[config.mk]
export PLATFORM = sky130hd
export DESIGN_NAME = pipe_skid_stage
export DESIGN_NICKNAME = d
export VERILOG_FILES = /design/src/rtl/pipe_pkg.sv /design/src/rtl/pipe_entry_reg.sv /design/src/rtl/pipe_skid_stage.sv
export SDC_FILE = /design/constraint.sdc
export NUM_CORES = 1
export LEC_CHECK = 0
export CORE_MARGIN = 1
export CORE_UTILIZATION = 54
export DETAILED_ROUTE_END_ITERATION = 12
export PLACE_DENSITY = 0.86
export SLEW_MARGIN = 10
export SYNTH_ARGS = -nofsm -noshare
export SYNTH_HDL_FRONTEND = slang
export SYNTH_SLANG_ARGS = --single-unit
[constraint.sdc]
create_clock -name clk -period 4.45 [get_ports clk]
set_input_delay 0.445 -clock clk [delete_from_list [all_inputs] [get_ports clk]]
set_output_delay 0.445 -clock clk [all_outputs]
set_load 0.02 [all_outputs]
[src/rtl/pipe_pkg.sv]
// Shared types and default widths for the elastic pipeline-stage register.
// Widths mirror the core's ctrl/payload bundle layout.
package pipe_pkg;

  typedef enum logic [1:0] {
    OCC_EMPTY = 2'd0,
    OCC_ONE   = 2'd1,
    OCC_FULL  = 2'd2
  } pipe_occ_e;

  localparam int XLEN       = 32;
  localparam int REG_W      = 5;
  localparam int PRED_W     = 17;
  localparam int EX_CTRL_W  = 8;
  localparam int MEM_CTRL_W = 4;
  localparam int WB_CTRL_W  = 4;

  localparam int DEF_CTRL_W = EX_CTRL_W + MEM_CTRL_W + WB_CTRL_W;
  localparam int DEF_DATA_W = 4 * XLEN + 3 * REG_W + PRED_W;
  localparam int DEF_CNT_W  = 16;

endpackage

[src/rtl/pipe_entry_reg.sv]
// One buffer entry: valid flag, control and payload with load/clear.
// Load wins over clear so a slot can be emptied and refilled in one edge.
module pipe_entry_reg
  import pipe_pkg::*;
#(
  parameter int CTRL_W     = DEF_CTRL_W,
  parameter int DATA_W     = DEF_DATA_W,
  parameter int CLEAR_DATA = 0
) (
  input  logic              clk,
  input  logic              rst_n,
  input  logic              load,
  input  logic              clear,
  input  logic [CTRL_W-1:0] ctrl_d,
  input  logic [DATA_W-1:0] data_d,
  output logic              valid,
  output logic [CTRL_W-1:0] ctrl,
  output logic [DATA_W-1:0] data
);

  always_ff @(posedge clk or negedge rst_n) begin
    if (!rst_n) begin
      valid <= 1'b0;
      ctrl  <= '0;
      data  <= '0;
    end else if (load) begin
      valid <= 1'b1;
      ctrl  <= ctrl_d;
      data  <= data_d;
    end else if (clear) begin
      valid <= 1'b0;
      ctrl  <= '0;
      // payload kept by default to avoid needless toggling
      if (CLEAR_DATA != 0)
        data <= '0;
    end
  end

endmodule

[src/rtl/pipe_skid_stage.sv]
// Elastic two-entry pipeline stage with hold, flush and stall counter.
// in_ready is a function of registers, hold and flush only.
module pipe_skid_stage
  import pipe_pkg::*;
#(
  parameter int CTRL_W     = DEF_CTRL_W,
  parameter int DATA_W     = DEF_DATA_W,
  parameter int CLEAR_DATA = 0,
  parameter int CNT_W      = DEF_CNT_W
) (
  input  logic              clk,
  input  logic              rst_n,
  input  logic              hold,
  input  logic              flush,
  input  logic              in_valid,
  output logic              in_ready,
  input  logic [CTRL_W-1:0] in_ctrl,
  input  logic [DATA_W-1:0] in_data,
  output logic              out_valid,
  input  logic              out_ready,
  output logic [CTRL_W-1:0] out_ctrl,
  output logic [DATA_W-1:0] out_data,
  output logic [1:0]        occupancy,
  output logic [CNT_W-1:0]  stall_cnt
);

  pipe_occ_e occ, occ_n;

  logic              main_v;
  logic              skid_v;
  logic [CTRL_W-1:0] skid_ctrl;
  logic [DATA_W-1:0] skid_data;

  logic              main_ld;
  logic              main_clr;
  logic              from_skid;
  logic              skid_ld;
  logic              skid_clr;
  logic [CTRL_W-1:0] main_ctrl_d;
  logic [DATA_W-1:0] main_data_d;

  logic act;
  logic accept;
  logic fire;

  assign act       = !hold && !flush;
  assign in_ready  = !skid_v && act;
  assign out_valid = main_v && act;
  assign accept    = in_valid && in_ready;
  assign fire      = out_valid && out_ready;
  assign occupancy = occ;

  always_ff @(posedge clk or negedge rst_n) begin
    if (!rst_n)
      occ <= OCC_EMPTY;
    else
      occ <= occ_n;
  end

  always_comb begin
    occ_n     = occ;
    main_ld   = 1'b0;
    main_clr  = 1'b0;
    from_skid = 1'b0;
    skid_ld   = 1'b0;
    skid_clr  = 1'b0;
    if (!hold && flush) begin
      occ_n    = OCC_EMPTY;
      main_clr = 1'b1;
      skid_clr = 1'b1;
    end else if (!hold) begin
      unique case (occ)
        OCC_EMPTY: begin
          if (accept) begin
            occ_n   = OCC_ONE;
            main_ld = 1'b1;
          end
        end
        OCC_ONE: begin
          unique case (1'b1)
            accept && fire: begin
              main_ld = 1'b1;
            end
            accept && !fire: begin
              occ_n   = OCC_FULL;
              skid_ld = 1'b1;
            end
            !accept && fire: begin
              occ_n    = OCC_EMPTY;
              main_clr = 1'b1;
            end
            default: ;
          endcase
        end
        OCC_FULL: begin
          if (fire) begin
            occ_n     = OCC_ONE;
            main_ld   = 1'b1;
            from_skid = 1'b1;
            skid_clr  = 1'b1;
          end
        end
        default: begin
          occ_n    = OCC_EMPTY;
          main_clr = 1'b1;
          skid_clr = 1'b1;
        end
      endcase
    end
  end

  assign main_ctrl_d = from_skid ? skid_ctrl : in_ctrl;
  assign main_data_d = from_skid ? skid_data : in_data;

  pipe_entry_reg #(
    .CTRL_W(CTRL_W),
    .DATA_W(DATA_W),
    .CLEAR_DATA(CLEAR_DATA)
  ) u_main (
    .clk(clk),
    .rst_n(rst_n),
    .load(main_ld),
    .clear(main_clr),
    .ctrl_d(main_ctrl_d),
    .data_d(main_data_d),
    .valid(main_v),
    .ctrl(out_ctrl),
    .data(out_data)
  );

  pipe_entry_reg #(
    .CTRL_W(CTRL_W),
    .DATA_W(DATA_W),
    .CLEAR_DATA(CLEAR_DATA)
  ) u_skid (
    .clk(clk),
    .rst_n(rst_n),
    .load(skid_ld),
    .clear(skid_clr),
    .ctrl_d(in_ctrl),
    .data_d(in_data),
    .valid(skid_v),
    .ctrl(skid_ctrl),
    .data(skid_data)
  );

  always_ff @(posedge clk or negedge rst_n) begin
    if (!rst_n)
      stall_cnt <= '0;
    else if (in_valid && !in_ready && (stall_cnt != '1))
      stall_cnt <= stall_cnt + 1'b1;
  end

endmodule

==> flow_summary.yaml <==
outcome:
  status: "complete, no violations"
critical_path:
  cp_max_fo: 49
  cp.required_ns: 4.83
  crit_type: "in -> reg"
  slowest_delay_ns: 0.77
  critPathLaunchType: "input pin"
  crit_family: "simple AND/OR/NAND/NOR gates"
  cp_num_buf_inv: 2
  crit_slowest_cell: "and3_4"
  worst-path-stages: 5
  r2r_cells: 4
  worst_ep_arrival_time_ns: 3.05
  cp_cell_sequence: "clkdlybuf4s50_1 > nor4b_1 > and3_4 > buf_12 > mux2_2"
  cp-end-kind: "flip-flop"
logic_synthesis:
  syn-cell-area_mm2: 0.01609
  ys_ff_latch: 372
  syn_area_per_cell_um2: 15.20
  ys_types: 40
  synthFlopType: "dfrtp_1"
  synth_seq_area_share: 0.5784
  synth_edf_count: 0
  ys.warnings.count: 0
  yosys-top-cells-area: "dfrtp_1 58%, mux2_2 27%, mux2_1 7.1%"
  synth_area_leader_cell: "dfrtp_1"
  syn_nets: 1242
  synth_cells: 1059
  async_reset_ff_frac: 1.000
  yosys.area.top_type_share: 0.5784
global_route:
  use_met3: 0.08116
  grt_usage: 0.2559
  grt_pass1_wl_um: 61720
  grt_max_degree: 122
  grt_antenna_before_repair: 4
  global_route.usage.met1: 0.3156
  grt_most_used_layer: "met2"
  grt_pass1_vias: 11178
  met2_usage: 0.4198
  grt_overflow: 0
floorplanning:
  die_w_um: 174.6
  initial_core_util: 0.5547
  die_h_um: 174.6
  rows: 62
  num_io_pins: 378
  die_area_mm2: 0.03050
  core-area_mm2: 0.02901
timing:
  skew_ns: 0.01203
  relSlewSlack: 0.2088
  drv_slew: 0
  period_share: 0.6000
  tightest_slew_ns: 1.180
  finalCriticalPeriod_ns: 2.670
  hold_viol: 0
  setup_viol: 0
  max_freq_mhz: 374.5
  setup_tns_ns: 0
  grt_setup_unrepaired: "no"
clock_tree:
  cts_resized: 0
  root_buffer: "clkbuf_16"
  clkLatencyLatePin_ns: 0.51
  clk_pin_slew_ns: 0.06
  cts_num_sinks: 372
  cts_setup_buffers: 0
  cts_tree: "done"
  htreeDepth: 2
  numCtsBuffers: 40
  cts_buffer_depth: 3
  hold_buffers: 0
job:
  drv_cap: 0
detailed_routing:
  drt_iter0_drc: 519
  wl_per_cell_um: 20.74
  first_pass_iters: 5
  drc: 0
  drtAntennaViolNets: 0
  routed_wl_um: 38230
  vias_per_cell: 5.558
  vias: 10244
min_path:
  hold_path_class: "in -> async"
placement:
  dp_hpwl_um: 25880
  routabilityCongestion: 0.8353
  io_buffers: 377
  dpl.cell_count: 1776
cells_and_area:
  fin_cells: 1843
  multi_input_area_mm2: 0.006446
  layout-drive-gt1-share: 0.3214
  area_growth_pct: 33.97
  final_common_cell: "mux2_2"
  fillers: 1829
  seq_area_mm2: 0.009309
  nets: 1617
  final_cell_mix: "381 x mux2_2, 376 x clkdlybuf4s50_1, 372 x dfrtp_1, 101 x mux2_1, 41 x clkbuf_16"
power:
  vdd_drop_max_mv: 0.3968
  powerDensity_mw_per_mm2: 592.5
  p_total_mw: 12.77
  power.leakage_nw: 9.216
area by class of cell:
class                      instances  share of cell area
sequential                       372              0.4318
inverter                           4           0.0006964
antenna                            3           0.0003482
clock inverter                    11            0.007312
timing repair buffer             395              0.1862
clock buffer                      53             0.05246
tap                              384             0.02228
multi-input combinational        621              0.2990
sequential cells by signal, summed over array words and instances, names as in the netlist:
register / flops
occupancy: 2
stall_cnt: 16
u_main.ctrl: 16
u_main.data: 160
u_main.valid: 1
u_skid.ctrl: 16
u_skid.data: 160
u_skid.valid: 1
synthesized netlist by cell type (2+ instances only):
| library cell | number |
|---|---|
| mux2_2 | 381 |
| dfrtp_1 | 372 |
| mux2_1 | 101 |
| buf_2 | 29 |
| buf_4 | 23 |
| and2_1 | 20 |
| a221o_1 | 16 |
| a22o_1 | 16 |
| clkbuf_1 | 10 |
| nand2_1 | 9 |
| a31oi_1 | 8 |
| nor2_1 | 8 |
| nor3_1 | 7 |
| nand3_1 | 6 |
| a21oi_1 | 5 |
| xnor2_1 | 5 |
| inv_1 | 4 |
| nand4_1 | 4 |
| a41oi_1 | 3 |
| and3_1 | 3 |
| nor2b_1 | 3 |
| o21ai_0 | 3 |
| a21o_1 | 2 |
| and4_1 | 2 |
| nand2b_1 | 2 |
| o211ai_1 | 2 |
| o31ai_2 | 2 |
worst register-to-register path, stage by stage, from the launching register on:
cell	delay, ns
dfrtp_1	0.52
nor4b_1	0.47
and3_4	0.77
buf_12	0.38
mux2_2	0.41
stage by stage:
stage	hold WS, ns	area (um^2)	setup slack (ns)	utilization
2_1_floorplan	0.1494	16090	2.448	-
3_3_place_gp	0.4810	20260	1.370	0.6985
3_5_place_dp	0.4824	20260	1.282	0.6985
4_1_cts	0.07964	21550	1.776	0.7429
5_1_grt	0.1263	21560	1.674	0.7431
6_report	0.05605	21560	1.780	0.7431
metal layers:
metal  wire length (um)  share of wire
met5                 13        0.00034
met1              15080           0.39
met3               3167          0.083
met2              18570           0.49
met4               1402          0.037
where the power goes:
group	switching [mW]	internal (mW)
combinational	1.77	2.27
sequential	0.734	4.74
clock	1.27	2.00
path summary, 6_finish.rpt:
path / start / to / slack (ns)
min in group clk: u_skid.ctrl[7] / u_skid.ctrl[7] / 0.50
worst min-delay path: rst_n / u_main.data[52] / 0.06
worst max-delay path: hold / u_skid.data[64] / 1.78
max in group asynchronous: rst_n / stall_cnt[11] / 3.37
worst max register to register: occupancy[1] / u_skid.data[64] / 1.78
worst min register to register: u_skid.ctrl[7] / u_skid.ctrl[7] / 0.50
logic make-up after synthesis:
family          Yosys count  share of synthesized area
compound gates           62                    0.03187
fa+ha+maj                 1                  0.0007773
mux                     482                     0.3372
xor+xnor                  6                   0.003265
simple gates             70                    0.02542
flops                   372                     0.5784
buf+inv                  66                    0.02301
No activity file was read; power rests on OpenSTA's default activity.
